## src/rtl/laser_pkg.sv

```systemverilog
// ---------------------------------------------------------------------------
// laser_pkg
// Shared definitions for the two-circle laser-coverage sweep controller:
// grid/count widths, controller state encoding, the default (8,8) start
// center and the four seed corners used when LASER_CORNER_SEED_EN is defined.
// No ports (package).
// ---------------------------------------------------------------------------
package laser_pkg;

   localparam int GRID_W = 4;             // coordinate width, grid 0..15
   localparam int CNT_W  = 6;             // coverage count, holds 0..40
   localparam int IDX_W  = 2 * GRID_W;    // raster index width (256 cells)

   localparam logic [GRID_W-1:0] GRID_MAX = {GRID_W{1'b1}};
   localparam logic [GRID_W-1:0] DEF_X    = GRID_W'(8);
   localparam logic [GRID_W-1:0] DEF_Y    = GRID_W'(8);

   // SEED keeps its encoding in every build; it is only reachable when the
   // corner-seed feature is compiled in.
   typedef enum logic [2:0] {
      IDLE     = 3'd0,
      SEED     = 3'd1,
      SWEEP_C2 = 3'd2,
      SWEEP_C1 = 3'd3,
      CHECK    = 3'd4,
      FINISH   = 3'd5
   } state_t;

   // Seed corner k as {x, y}: (15,0), (15,15), (0,15), (0,0).
   function automatic logic [IDX_W-1:0] corner_xy(input logic [1:0] k);
      logic [IDX_W-1:0] r;
      case (k)
         2'd0:    r = {GRID_MAX, {GRID_W{1'b0}}};
         2'd1:    r = {GRID_MAX, GRID_MAX};
         2'd2:    r = {{GRID_W{1'b0}}, GRID_MAX};
         default: r = {{GRID_W{1'b0}}, {GRID_W{1'b0}}};
      endcase
      return r;
   endfunction

endpackage

```

## src/rtl/laser_grid_iter.sv

```systemverilog
// ---------------------------------------------------------------------------
// laser_grid_iter
// Raster counter over the 16x16 candidate grid, x fastest. Wraps 255 -> 0 so
// consecutive sweeps need no explicit clear. The seed phase reuses the low
// two bits of x as the corner index.
// Ports:
//   clk   in   clock
//   rst   in   synchronous active-high reset
//   clr   in   force index to 0 (priority over adv)
//   adv   in   advance to the next raster position
//   x, y  out  current raster coordinates
//   last  out  high at raster position (15,15)
// ---------------------------------------------------------------------------
module laser_grid_iter
   import laser_pkg::*;
(
   input  logic              clk,
   input  logic              rst,
   input  logic              clr,
   input  logic              adv,
   output logic [GRID_W-1:0] x,
   output logic [GRID_W-1:0] y,
   output logic              last
);

   logic [IDX_W-1:0] idx;

   always_ff @(posedge clk) begin
      if (rst || clr) begin
         idx <= '0;
      end else if (adv) begin
         idx <= idx + 1'b1;
      end
   end

   assign x    = idx[GRID_W-1:0];
   assign y    = idx[IDX_W-1:GRID_W];
   assign last = &idx;

endmodule

```

## src/rtl/laser_sweep_ctrl.sv

```systemverilog
// ---------------------------------------------------------------------------
// laser_sweep_ctrl
// Sequencer for the two-circle coverage search. Sweeps all C2 candidates with
// C1 fixed, then all C1 candidates with C2 fixed, alternating until a sweep
// brings no strict improvement (after at least two sweeps) or MAX_PASS sweeps
// have run. One candidate pair is evaluated at a time over EVAL_REQ/EVAL_ACK.
//
// Optional feature macro: LASER_CORNER_SEED_EN -- evaluates the four corner
// pairs (C1 = C2 = corner) before the first sweep and starts from the best.
//
// Ports:
//   CLK, RST              clock, synchronous active-high reset
//   START                 one-cycle job request, honored only in IDLE
//   BUSY                  job in progress (state != IDLE)
//   DONE                  one-cycle result pulse
//   C1X, C1Y, C2X, C2Y    best centers, updated on the DONE cycle
//   EVAL_REQ              evaluation request
//   EVAL_C1X..EVAL_C2Y    candidate pair, stable while EVAL_REQ is high
//   EVAL_ACK, EVAL_CNT    evaluator completion and coverage count
//   state_dbg             current controller state (state_t encoding)
//
// Handshake: EVAL_REQ rises with stable coordinates and holds until the edge
// that samples EVAL_ACK high; it is then low for exactly one cycle before the
// next request. EVAL_ACK while EVAL_REQ is low is ignored.
// ---------------------------------------------------------------------------
module laser_sweep_ctrl
   import laser_pkg::*;
#(
   parameter int MAX_PASS = 8
)
(
   input  logic              CLK,
   input  logic              RST,
   input  logic              START,
   output logic              BUSY,
   output logic              DONE,
   output logic [GRID_W-1:0] C1X,
   output logic [GRID_W-1:0] C1Y,
   output logic [GRID_W-1:0] C2X,
   output logic [GRID_W-1:0] C2Y,
   output logic              EVAL_REQ,
   output logic [GRID_W-1:0] EVAL_C1X,
   output logic [GRID_W-1:0] EVAL_C1Y,
   output logic [GRID_W-1:0] EVAL_C2X,
   output logic [GRID_W-1:0] EVAL_C2Y,
   input  logic              EVAL_ACK,
   input  logic [CNT_W-1:0]  EVAL_CNT,
   output logic [2:0]        state_dbg
);

   localparam int PASS_W = ($clog2(MAX_PASS + 1) < 2) ? 2 : $clog2(MAX_PASS + 1);

   state_t state, next_state;

   logic              req_q;
   logic              improved;
   logic [PASS_W-1:0] pass;
   logic [CNT_W-1:0]  best_score;
   logic [GRID_W-1:0] b1x, b1y, b2x, b2y;
   logic [GRID_W-1:0] c1x_q, c1y_q, c2x_q, c2y_q;

   logic              it_clr, it_adv, it_last;
   logic [GRID_W-1:0] it_x, it_y;
   logic [IDX_W-1:0]  corner;

   logic in_eval, ack_fire, better, seed_last, stop;

   assign in_eval   = (state == SEED) || (state == SWEEP_C2) || (state == SWEEP_C1);
   assign ack_fire  = in_eval && req_q && EVAL_ACK;
   assign better    = EVAL_CNT > best_score;
   assign seed_last = (it_x[1:0] == 2'd3);
   assign stop      = (pass == PASS_W'(MAX_PASS)) ||
                      ((pass >= PASS_W'(2)) && !improved);
   assign corner    = corner_xy(it_x[1:0]);

   // Cleared when a job starts and again when the seed phase hands over to
   // the first sweep; otherwise the natural 255 -> 0 wrap restarts a sweep.
   assign it_clr = ((state == IDLE) && START) ||
                   ((state == SEED) && ack_fire && seed_last);
   assign it_adv = ack_fire;

   laser_grid_iter u_iter (
      .clk  (CLK),
      .rst  (RST),
      .clr  (it_clr),
      .adv  (it_adv),
      .x    (it_x),
      .y    (it_y),
      .last (it_last)
   );

   always_ff @(posedge CLK) begin
      if (RST) begin
         state <= IDLE;
      end else begin
         state <= next_state;
      end
   end

   always_comb begin
      next_state = state;
      case (state)
         IDLE: begin
            if (START) begin
`ifdef LASER_CORNER_SEED_EN
               next_state = SEED;
`else
               next_state = SWEEP_C2;
`endif
            end
         end
         SEED:     if (ack_fire && seed_last) next_state = SWEEP_C2;
         SWEEP_C2: if (ack_fire && it_last)   next_state = CHECK;
         SWEEP_C1: if (ack_fire && it_last)   next_state = CHECK;
         // An odd pass count means the C2 sweep just finished.
         CHECK:    next_state = stop ? FINISH : (pass[0] ? SWEEP_C1 : SWEEP_C2);
         FINISH:   next_state = IDLE;
         default:  next_state = IDLE;
      endcase
   end

   always_comb begin
      EVAL_C1X = b1x;
      EVAL_C1Y = b1y;
      EVAL_C2X = b2x;
      EVAL_C2Y = b2y;
      case (state)
         SEED: begin
            {EVAL_C1X, EVAL_C1Y} = corner;
            {EVAL_C2X, EVAL_C2Y} = corner;
         end
         SWEEP_C2: {EVAL_C2X, EVAL_C2Y} = {it_x, it_y};
         SWEEP_C1: {EVAL_C1X, EVAL_C1Y} = {it_x, it_y};
         default: ;
      endcase
   end

   always_ff @(posedge CLK) begin
      if (RST) begin
         req_q      <= 1'b0;
         improved   <= 1'b0;
         pass       <= '0;
         best_score <= '0;
         b1x <= '0; b1y <= '0; b2x <= '0; b2y <= '0;
         c1x_q <= '0; c1y_q <= '0; c2x_q <= '0; c2y_q <= '0;
      end else begin
         case (state)
            IDLE: begin
               if (START) begin
                  best_score <= '0;
                  pass       <= '0;
                  improved   <= 1'b0;
                  req_q      <= 1'b1;
`ifdef LASER_CORNER_SEED_EN
                  // First corner is the tie winner if no corner beats 0.
                  {b1x, b1y} <= corner_xy(2'd0);
                  {b2x, b2y} <= corner_xy(2'd0);
`else
                  b1x <= DEF_X; b1y <= DEF_Y;
                  b2x <= DEF_X; b2y <= DEF_Y;
`endif
               end
            end
            SEED, SWEEP_C2, SWEEP_C1: begin
               if (!req_q) begin
                  req_q <= 1'b1;
               end else if (EVAL_ACK) begin
                  req_q <= 1'b0;
                  if (better) begin
                     best_score <= EVAL_CNT;
                     if (state == SEED) begin
                        {b1x, b1y} <= corner;
                        {b2x, b2y} <= corner;
                     end else if (state == SWEEP_C2) begin
                        b2x <= it_x; b2y <= it_y;
                        improved <= 1'b1;
                     end else begin
                        b1x <= it_x; b1y <= it_y;
                        improved <= 1'b1;
                     end
                  end
                  if ((state != SEED) && it_last) begin
                     pass <= pass + 1'b1;
                  end
               end
            end
            CHECK: begin
               if (stop) begin
                  c1x_q <= b1x; c1y_q <= b1y;
                  c2x_q <= b2x; c2y_q <= b2y;
               end else begin
                  improved <= 1'b0;
                  req_q    <= 1'b1;
               end
            end
            default: ;
         endcase
      end
   end

   assign BUSY      = (state != IDLE);
   assign DONE      = (state == FINISH);
   assign EVAL_REQ  = req_q;
   assign C1X       = c1x_q;
   assign C1Y       = c1y_q;
   assign C2X       = c2x_q;
   assign C2Y       = c2y_q;
   assign state_dbg = state;

endmodule
```

## config.mk

```make
export PLATFORM = sky130hd
export DESIGN_NAME = laser_sweep_ctrl
export DESIGN_NICKNAME = d
export VERILOG_FILES = /design/src/rtl/laser_pkg.sv /design/src/rtl/laser_grid_iter.sv /design/src/rtl/laser_sweep_ctrl.sv
export SDC_FILE = /design/constraint.sdc
export NUM_CORES = 1
export LEC_CHECK = 0
export BUFFER_PORTS_ARGS = -buffer_cell sky130_fd_sc_hd__clkbuf_2
export CORE_MARGIN = 2
export CORE_UTILIZATION = 57
export CTS_BUF_LIST = sky130_fd_sc_hd__clkbuf_16
export DETAILED_ROUTE_END_ITERATION = 8
export PLACE_DENSITY_LB_ADDON = 0.12
export RECOVER_POWER = 50
export SLEW_MARGIN = 20
export SYNTH_ARGS = -nofsm -noshare
export SYNTH_HDL_FRONTEND = slang
export SYNTH_SLANG_ARGS = --single-unit
```

## constraint.sdc

```tcl
create_clock -name CLK -period 2.58 [get_ports CLK]
set_input_delay 0.516 -clock CLK [delete_from_list [all_inputs] [get_ports CLK]]
set_output_delay 0.516 -clock CLK [all_outputs]
set_load 0.05 [all_outputs]
```

==> results of run 1 <==
-- cells by family after synthesis --
logic type	Yosys count
and+or+nand+nor	136
muxes	32
adders and majority gates	12
DFF	55
buffers and inverters	41
AOI/OAI and AO/OA	88
xor gates and xnor gates	10
-- where the power goes --
| group | switching (W) | internal (W) | total, W |
|---|---|---|---|
| sequential | 0.0000468 | 0.000896 | 0.000943 |
| clock | 0.000305 | 0.000358 | 0.000663 |
| combinational | 0.000728 | 0.000301 | 0.00103 |
| total | 0.00108 | 0.00156 | 0.00263 |
-- Yosys cell counts (2+ instances only) --
cell,count
mux2i_1,30
and2_1,7
o21ai_0,16
buf_6,2
nand3_1,11
and3_1,5
nand4_1,5
a22oi_1,4
inv_1,16
a21oi_1,32
nand3_2,2
nor2_1,39
ha_1,12
o21ai_1,7
nor3b_1,2
dfxtp_1,55
o21bai_1,2
or3_1,9
nor2b_1,5
nor2_2,2
xnor2_1,3
a21o_1,3
mux2_1,2
xor2_1,7
o22ai_1,4
buf_2,11
nor3_1,5
and4_1,3
a32oi_1,4
clkbuf_1,10
o22a_1,3
a31oi_1,5
nand2_1,35
-- per-layer routing --
metal	vias up	track usage (%)	routed length, um
met4	0	6.07	76
li1	1403	-	-
met5	-	0	0
met2	89	40.9	3510
met3	6	4.00	438
met1	1316	34.9	3360
-- critical path, stage by stage (launching register included) --
cell and delay (ns):
dfxtp_1 0.34, inv_1 0.08, ha_1 0.32, or3_1 0.45
a31oi_1 0.23, a21oi_2 0.05, buf_2 0.22
-- repair_timing --
| item | in CTS | in global routing |
|---|---|---|
| hold buffers | 0 | 0 |
| setup endpoints to repair | 0 | 6 |
| resized for setup | 0 | 3 |
-- final cells by class --
| type | count | area (um^2) |
|---|---|---|
| clock buffer | 5 | 125 |
| multi-input combinational | 278 | 1820 |
| tap | 70 | 87.6 |
| inverter | 17 | 63.8 |
| clock inverter | 3 | 20.0 |
| fill | 453 | 1610 |
| timing repair buffer | 60 | 315 |
| sequential | 55 | 1100 |
-- metrics by stage --
stage	setup WS [ns]	instances	util [%]	hold slack [ns]	instance area, um^2
floorplan	-0.185	374	-	0.446	3110
global placement	0.413	480	66.6	0.464	3420
detailed placement	0.374	480	66.6	0.470	3420
CTS	0.0383	488	69.4	0.476	3570
global route	0.0113	488	68.7	0.485	3530
finish	0.0831	488	68.7	0.476	3530
-- worst max-delay path by stage --
| stage | end | cells after the start | from | slack (ns) |
|---|---|---|---|---|
| floorplan | EVAL_C2X[0] | 6 | state_dbg[1] | -0.18 |
| global placement | best_score[4] | 7 | EVAL_CNT[5] | 0.41 |
| detailed placement | EVAL_C2Y[3] | 6 | u_iter.idx[1] | 0.37 |
| CTS | EVAL_C2Y[3] | 6 | u_iter.idx[1] | 0.04 |
| global route | EVAL_C2X[0] | 6 | state_dbg[0] | 0.01 |
| finish | EVAL_C2Y[3] | 6 | u_iter.idx[1] | 0.08 |
-- cell usage in the layout, fill, tap and decap left out, drive strengths merged, types with 5 or more instances in the layout --
cell    netlist  layout
a21oi        32      32
a31oi         5       5
and2          7       7
and3          6       6
buf          14      13
clkbuf       10      52
dfxtp        55      55
ha           12      12
inv          16      16
mux2i        30      30
nand2        35      35
nand3        13      13
nand4         5       5
nor2         41      41
nor2b         5       5
nor3          6       6
o21ai        24      24
or3           9       9
xor2          7       7
==> impl_metrics.ini, run 1 <==
[sta]
maxSlewHeadroom_pct = 59.1
finalCritPeriodShare_pct = 96.8
worst-slew-pin-transition_ns = 0.611
layout_min_cycle_time_ns = 2.50
tns_ns = 0
clock_skew_ns = 0.00662
rsz0062_at_grt = no
setup_violations = 0
timing.fmax_mhz = 400
drv_slew = 0
hold_violations = 0

[synth]
yosys.area_share.xor_xnor_pct = 2.86
synthFlopType = dfxtp_1
yosysTopAreaCellShare_pct = 35.9
synth-edff-count = 0
syn_area_per_cell_um2 = 8.19
synth_cells = 374
synth_top_family_by_area = simple AND/OR/NAND/NOR gates
async_flop_share_pct = 0
syn_area_mm2 = 0.00306
synth_top_area_cell = dfxtp_1
synth_fp_nets = 396
synth-compound-area-share_pct = 17.6
ys_warn_count = 0
synthTopCellsByArea = dfxtp_1, mux2i_1, a21oi_1, ha_1, nor2_1
synthMuxAreaShare_pct = 10.5
synth_adder_area_share_pct = 4.90
ys_seq_area_share_pct = 35.9
ys_types = 49
synth-simple-area-share_pct = 22.2
ys_seq_elements = 55

[clocking]
cts_setup_buffers = 0
insertion_delay_ns = 0.29
cts_tree = yes
path_clk_slew_ns = 0.07
root_buffer = clkbuf_16
max-clock-path-buffers = 2
clkSinkCount = 55
cts_made_buffers = 5
ctsHtreeMaxLevel = 2

[global_routing]
grt_pass1_wl_um = 12100
grt_max_degree = 37
first_global_vias = 2493
grt_usage_pct = 25.1
antenna_found_initial = 0
gr-total-overflow = 0

[placement]
port_buffers = 47
place_congestion = 0.832
dp_hpwl_um = 5350

[route]
vias = 2814
drcViolationCount = 0
via_per_inst = 5.77
ant_nets = 0
first_pass_iters = 6
wire_per_inst_um = 15.1
wl_um = 7380
first_iter_violations = 263

[critical_path]
endpoint_kind = primary output
r2r_cells = 7
arrival_ns = 1.98
r2r-end = u_iter.idx[3]
worstReg2RegStart = state_dbg[1]
start_kind = register
required_ns = 2.06
cp_max_fo = 4
worst-setup-path-type = reg2out
reg2reg_slack_ns = 0.30

[finish]
layout-drive-gt1-share_pct = 15.6
fin_nets = 439
area_growth_pct = 15.2
n_antenna_cell = 0
largest_register = u_iter.idx
largest_reg_flops = 8
reg.largest.list = u_iter.idx x8, best_score x6

[die]
start_util_pct = 59.6
io_pins = 48
die_w_um = 77.3
core-area_mm2 = 0.00514
die-area_mm2 = 0.00598
rows = 26
die_y_um = 77.3

[pwr]
power_density_mw_per_mm2 = 746
p_leak_nw = 1.56
ir_drop_mv = 0.382
power_w = 0.00263

[min_path]
hp-class = in2reg
whs_endpoint = best_score[0]
min_from = EVAL_CNT[0]
holdPathStages = 3

[job]
maxCapViolations = 0

[run_status]
status = complete, no violations
Note: power is estimated with default switching activity, not from simulation.
==> inputs of run 2 (changes only) <==
BUFFER_PORTS_ARGS = -buffer_cell sky130_fd_sc_hd__buf_2   (was -buffer_cell sky130_fd_sc_hd__clkbuf_2)
==> impl_metrics.ini, run 2 (synthesis results as in run 1) <==
[critical_path]
crit_chain = inv_1 -> ha_1 -> or3_1 -> a31oi_1 -> a21oi_2 -> buf_2
max_stage_delay_ns = 0.46
worst-setup-path-type = reg2out
cp_max_fo = 4
cp_top_family = simple AND/OR/NAND/NOR gates
slowest_stage = or3_1
arrival_ns = 1.94
endpoint_kind = primary output
crit_buf_inv = 2
start_kind = register
required_ns = 2.06

[finish]
layout-drive-gt1-share_pct = 16.5
reg.largest.list = u_iter.idx x8, best_score x6
area_growth_pct = 16.3
layout_common_cells = dfxtp_1, nor2_1, nand2_1, mux2i_1, buf_2
final_common_cell = dfxtp_1
fin_nets = 444
largest_register = u_iter.idx
largest_reg_flops = 8
design_area_mm2 = 0.00356
n_antenna_cell = 0
final_util_pct = 69.3

[route]
vias = 2835
via_per_inst = 5.75
ant_nets = 0
wl_um = 7350
wire_per_inst_um = 14.9
drcViolationCount = 0
first_iter_violations = 166
first_pass_iters = 5

[sta]
holdWs_ns = 0.474
hold_violations = 0
layout_min_cycle_time_ns = 2.46
maxSlewHeadroom_pct = 35.5
setup_violations = 0
clock_skew_ns = 0.00559
worst-slew-pin-transition_ns = 0.959
drv_slew = 0
layout_setup_ws_ns = 0.119
rsz0062_at_grt = no
timing.fmax_mhz = 406
finalCritPeriodShare_pct = 95.4

[global_routing]
first_global_vias = 2664
grt_max_degree = 39
grt_usage_pct = 26.1
gr-total-overflow = 0
antenna_found_initial = 0
grt_pass1_wl_um = 12600

[clocking]
insertion_delay_ns = 0.29
cts_tree = yes
cts_made_buffers = 5
cts_setup_buffers = 0
max-clock-path-buffers = 2
clkSinkCount = 55
ctsHtreeMaxLevel = 2
path_clk_slew_ns = 0.07
root_buffer = clkbuf_16
cts-hold-fix-buffers = 0

[die]
start_util_pct = 59.6
die_w_um = 77.3
die_y_um = 77.3
rows = 26
core-area_mm2 = 0.00514
io_pins = 48
die-area_mm2 = 0.00598

[placement]
place_area_mm2 = 0.00344
dp_hpwl_um = 5300
port_buffers = 47
place_congestion = 0.873
post-place-ws_ns = 0.366

[pwr]
power_density_mw_per_mm2 = 761
ir_drop_mv = 0.568
p_leak_nw = 1.61

[run_status]
status = complete, no violations

[min_path]
hp-class = reg2reg

[job]
maxCapViolations = 0
[run 2: changes by cell type in the layout (fill, tap and decap cells not counted), moves of 2 or more]
cell | before | now
buf_2 | 1 | 26
clkbuf_2 | 25 | 1
buf_4 | 11 | 17
o21ai_0 | 11 | 13
o21ai_1 | 8 | 6
[run 2: worst paths after layout]
kind | endpoint | cells after the start | start | slack (ns)
min | best_score[1] | 2 | best_score[1] | 0.47
min reg2reg | best_score[1] | 2 | best_score[1] | 0.47
max | EVAL_C2Y[3] | 6 | u_iter.idx[1] | 0.12
max reg2reg | u_iter.idx[6] | 6 | state_dbg[1] | 0.30
[run 2: per-stage QoR]
| step | TNS [ns] | total power [W] | cells |
|---|---|---|---|
| 2_1_floorplan | -0.662 | 0.00175 | 374 |
| 3_3_place_gp | 0 | 0.00198 | 485 |
| 3_5_place_dp | 0 | 0.00199 | 485 |
| 4_1_cts | 0 | 0.00273 | 493 |
| 5_1_grt | 0 | 0.00285 | 493 |
| 6_report | 0 | 0.00271 | 493 |
[run 2: routing by layer]
| metal | routed length [um] | track usage (%) | up-vias | part of all wire, % |
|---|---|---|---|---|
| met5 | 0 | 0 | - | 0 |
| met4 | 81 | 8.93 | 0 | 1.1 |
| met3 | 423 | 4.12 | 9 | 5.8 |
| met2 | 3460 | 42.6 | 94 | 47 |
| met1 | 3390 | 34.9 | 1320 | 46 |
| li1 | - | - | 1412 | - |
[run 2: where the power goes]
part | switching, W | internal (W)
Combinational | 0.000718 | 0.000307
Sequential | 0.0000437 | 0.000897
Clock | 0.000292 | 0.000453
[run 2: what timing repair did]
item                                   4_1_cts  5_1_grt
setup endpoints to repair                    0        2
endpoints found under the hold margin        0        0
resized for setup                            0        1
[run 2: layout make-up]
type	instances	area [um^2]
Inverter	17	63.8
Multi-Input combinational cell	278	1800
Clock buffer	5	125
Timing Repair Buffer	65	342
Fill cell	446	1580
Sequential cell	55	1100
Clock inverter	3	38.8
Tap cell	70	87.6
[run 2: worst min-delay path: cells and delay by family, from the launching register on]
family / cells / cell delay, ns
flip-flops: 1 / 0.31
AO/OA/AOI/OAI: 2 / 0.12
==> inputs of run 3 (changes only) <==
CORE_UTILIZATION = 59   (was 57)
CTS_BUF_LIST = sky130_fd_sc_hd__clkbuf_8   (was sky130_fd_sc_hd__clkbuf_16)
GPL_TIMING_DRIVEN = 0   (was default)
==> impl_metrics.ini, run 3 (synthesis results as in run 1) <==
[die]
start_util_pct = 60.4
die-area_mm2 = 0.00579
io_pins = 48
core-area_mm2 = 0.00507
die_y_um = 76.1
rows = 26
die_w_um = 76.1

[route]
first_iter_violations = 309
drcViolationCount = 0
wire_per_inst_um = 15.7
vias = 2936
via_per_inst = 5.88
ant_nets = 0
first_pass_iters = 5
wl_um = 7830

[clocking]
cts-hold-fix-buffers = 0
clkSinkCount = 55
insertion_delay_ns = 0.32
path_clk_slew_ns = 0.09
ctsHtreeMaxLevel = 2
cts_made_buffers = 5
cts_tree = yes
max-clock-path-buffers = 2
root_buffer = clkbuf_8

[sta]
clock_skew_ns = 0.0102
holdWs_ns = 0.462
drv_slew = 0
hold_violations = 0
layout_min_cycle_time_ns = 2.56
timing.fmax_mhz = 391
finalCritPeriodShare_pct = 99.1
maxSlewHeadroom_pct = 57.5
rsz0062_at_grt = yes
setup_violations = 0
worst-slew-pin-transition_ns = 0.635

[finish]
design_area_mm2 = 0.00362
layout_common_cells = dfxtp_1, nor2_1, nand2_1, buf_2, mux2i_1
fin_nets = 450
layout-drive-gt1-share_pct = 18.6
largest_reg_flops = 8
final_common_cell = dfxtp_1
largest_register = u_iter.idx
reg.largest.list = u_iter.idx x8, best_score x6
area_growth_pct = 18.0
n_antenna_cell = 0

[critical_path]
start_kind = register
required_ns = 2.06
cp_max_fo = 8
arrival_ns = 2.04
endpoint_kind = primary output
worst-setup-path-type = reg2out

[min_path]
hp-class = in2reg

[pwr]
ir_drop_mv = 0.438
power_density_mw_per_mm2 = 726
power_w = 0.00263
p_leak_nw = 1.60

[placement]
dp_hpwl_um = 5760
place_congestion = 0.904
place_area_mm2 = 0.00343
port_buffers = 47

[job]
maxCapViolations = 0

[global_routing]
first_global_vias = 2715
grt_pass1_wl_um = 12900
grt_max_degree = 18
antenna_found_initial = 0
gr-total-overflow = 0
grt_usage_pct = 27.2

[run_status]
status = complete, no violations
==> run 3: changes by cell type in the layout (fill, tap and decap cells not counted), sizes merged <==
cell | before | now
clkbuf | 27 | 37
buf | 43 | 39
==> run 3: stage by stage <==
step	worst slack, ns	utilization, %	setup TNS [ns]	cells
4_1_cts	-0.00949	70.7	-0.00949	499
3_5_place_dp	-0.101	67.6	-0.267	491
6_report	0.0240	71.3	0	499
5_1_grt	-0.0367	71.3	-0.0410	499
2_1_floorplan	-0.185	-	-0.662	374
3_3_place_gp	-0.0680	67.6	-0.143	491
==> run 3: path summary, 6_finish.rpt <==
check	startpoint	end	slack [ns]	depth (start not counted)
max reg2reg	pass[0]	C1X[3]	0.45	9
min	EVAL_CNT[4]	best_score[4]	0.46	3
max	u_iter.idx[0]	EVAL_C2Y[2]	0.02	7
min reg2reg	b1x[3]	b1x[3]	0.48	2
==> run 3: cell type report <==
cell class                 count  area [um^2]
multi-input combinational    278         1880
fill                         434         1460
sequential                    55         1100
timing repair buffer          47          226
buffer                        24          148
tap                           70         87.6
clock buffer                   5         68.8
inverter                      17         63.8
clock inverter                 3         43.8
==> run 3: repair_timing <==
| action | CTS | global route |
|---|---|---|
| pin swaps | 0 | 0 |
| gates resized for setup | 15 | 19 |
| buffers inserted | 0 | 0 |
| setup endpoints to repair | 17 | 13 |
==> run 3: report_power, final <==
group	total, W	internal, W	switching [W]	leakage [nW]
logic	0.00112	0.000340	0.000779	1.10
registers	0.000932	0.000896	0.0000361	0.445
clock network	0.000577	0.000289	0.000287	0.0581
==> run 3: worst max-delay path: stages (launching register included) <==
cell	delay, ns
dfxtp_2	0.37
clkbuf_8	0.16
inv_1	0.07
ha_4	0.26
or3_4	0.42
o21ai_0	0.14
a21oi_2	0.11
buf_4	0.20
==> run 3: layer usage <==
metal / global-route usage (%) / routed length [um]
met5: 0 / 0
met4: 8.73 / 144
met3: 4.86 / 486
met2: 44.6 / 3570
met1: 36.7 / 3620
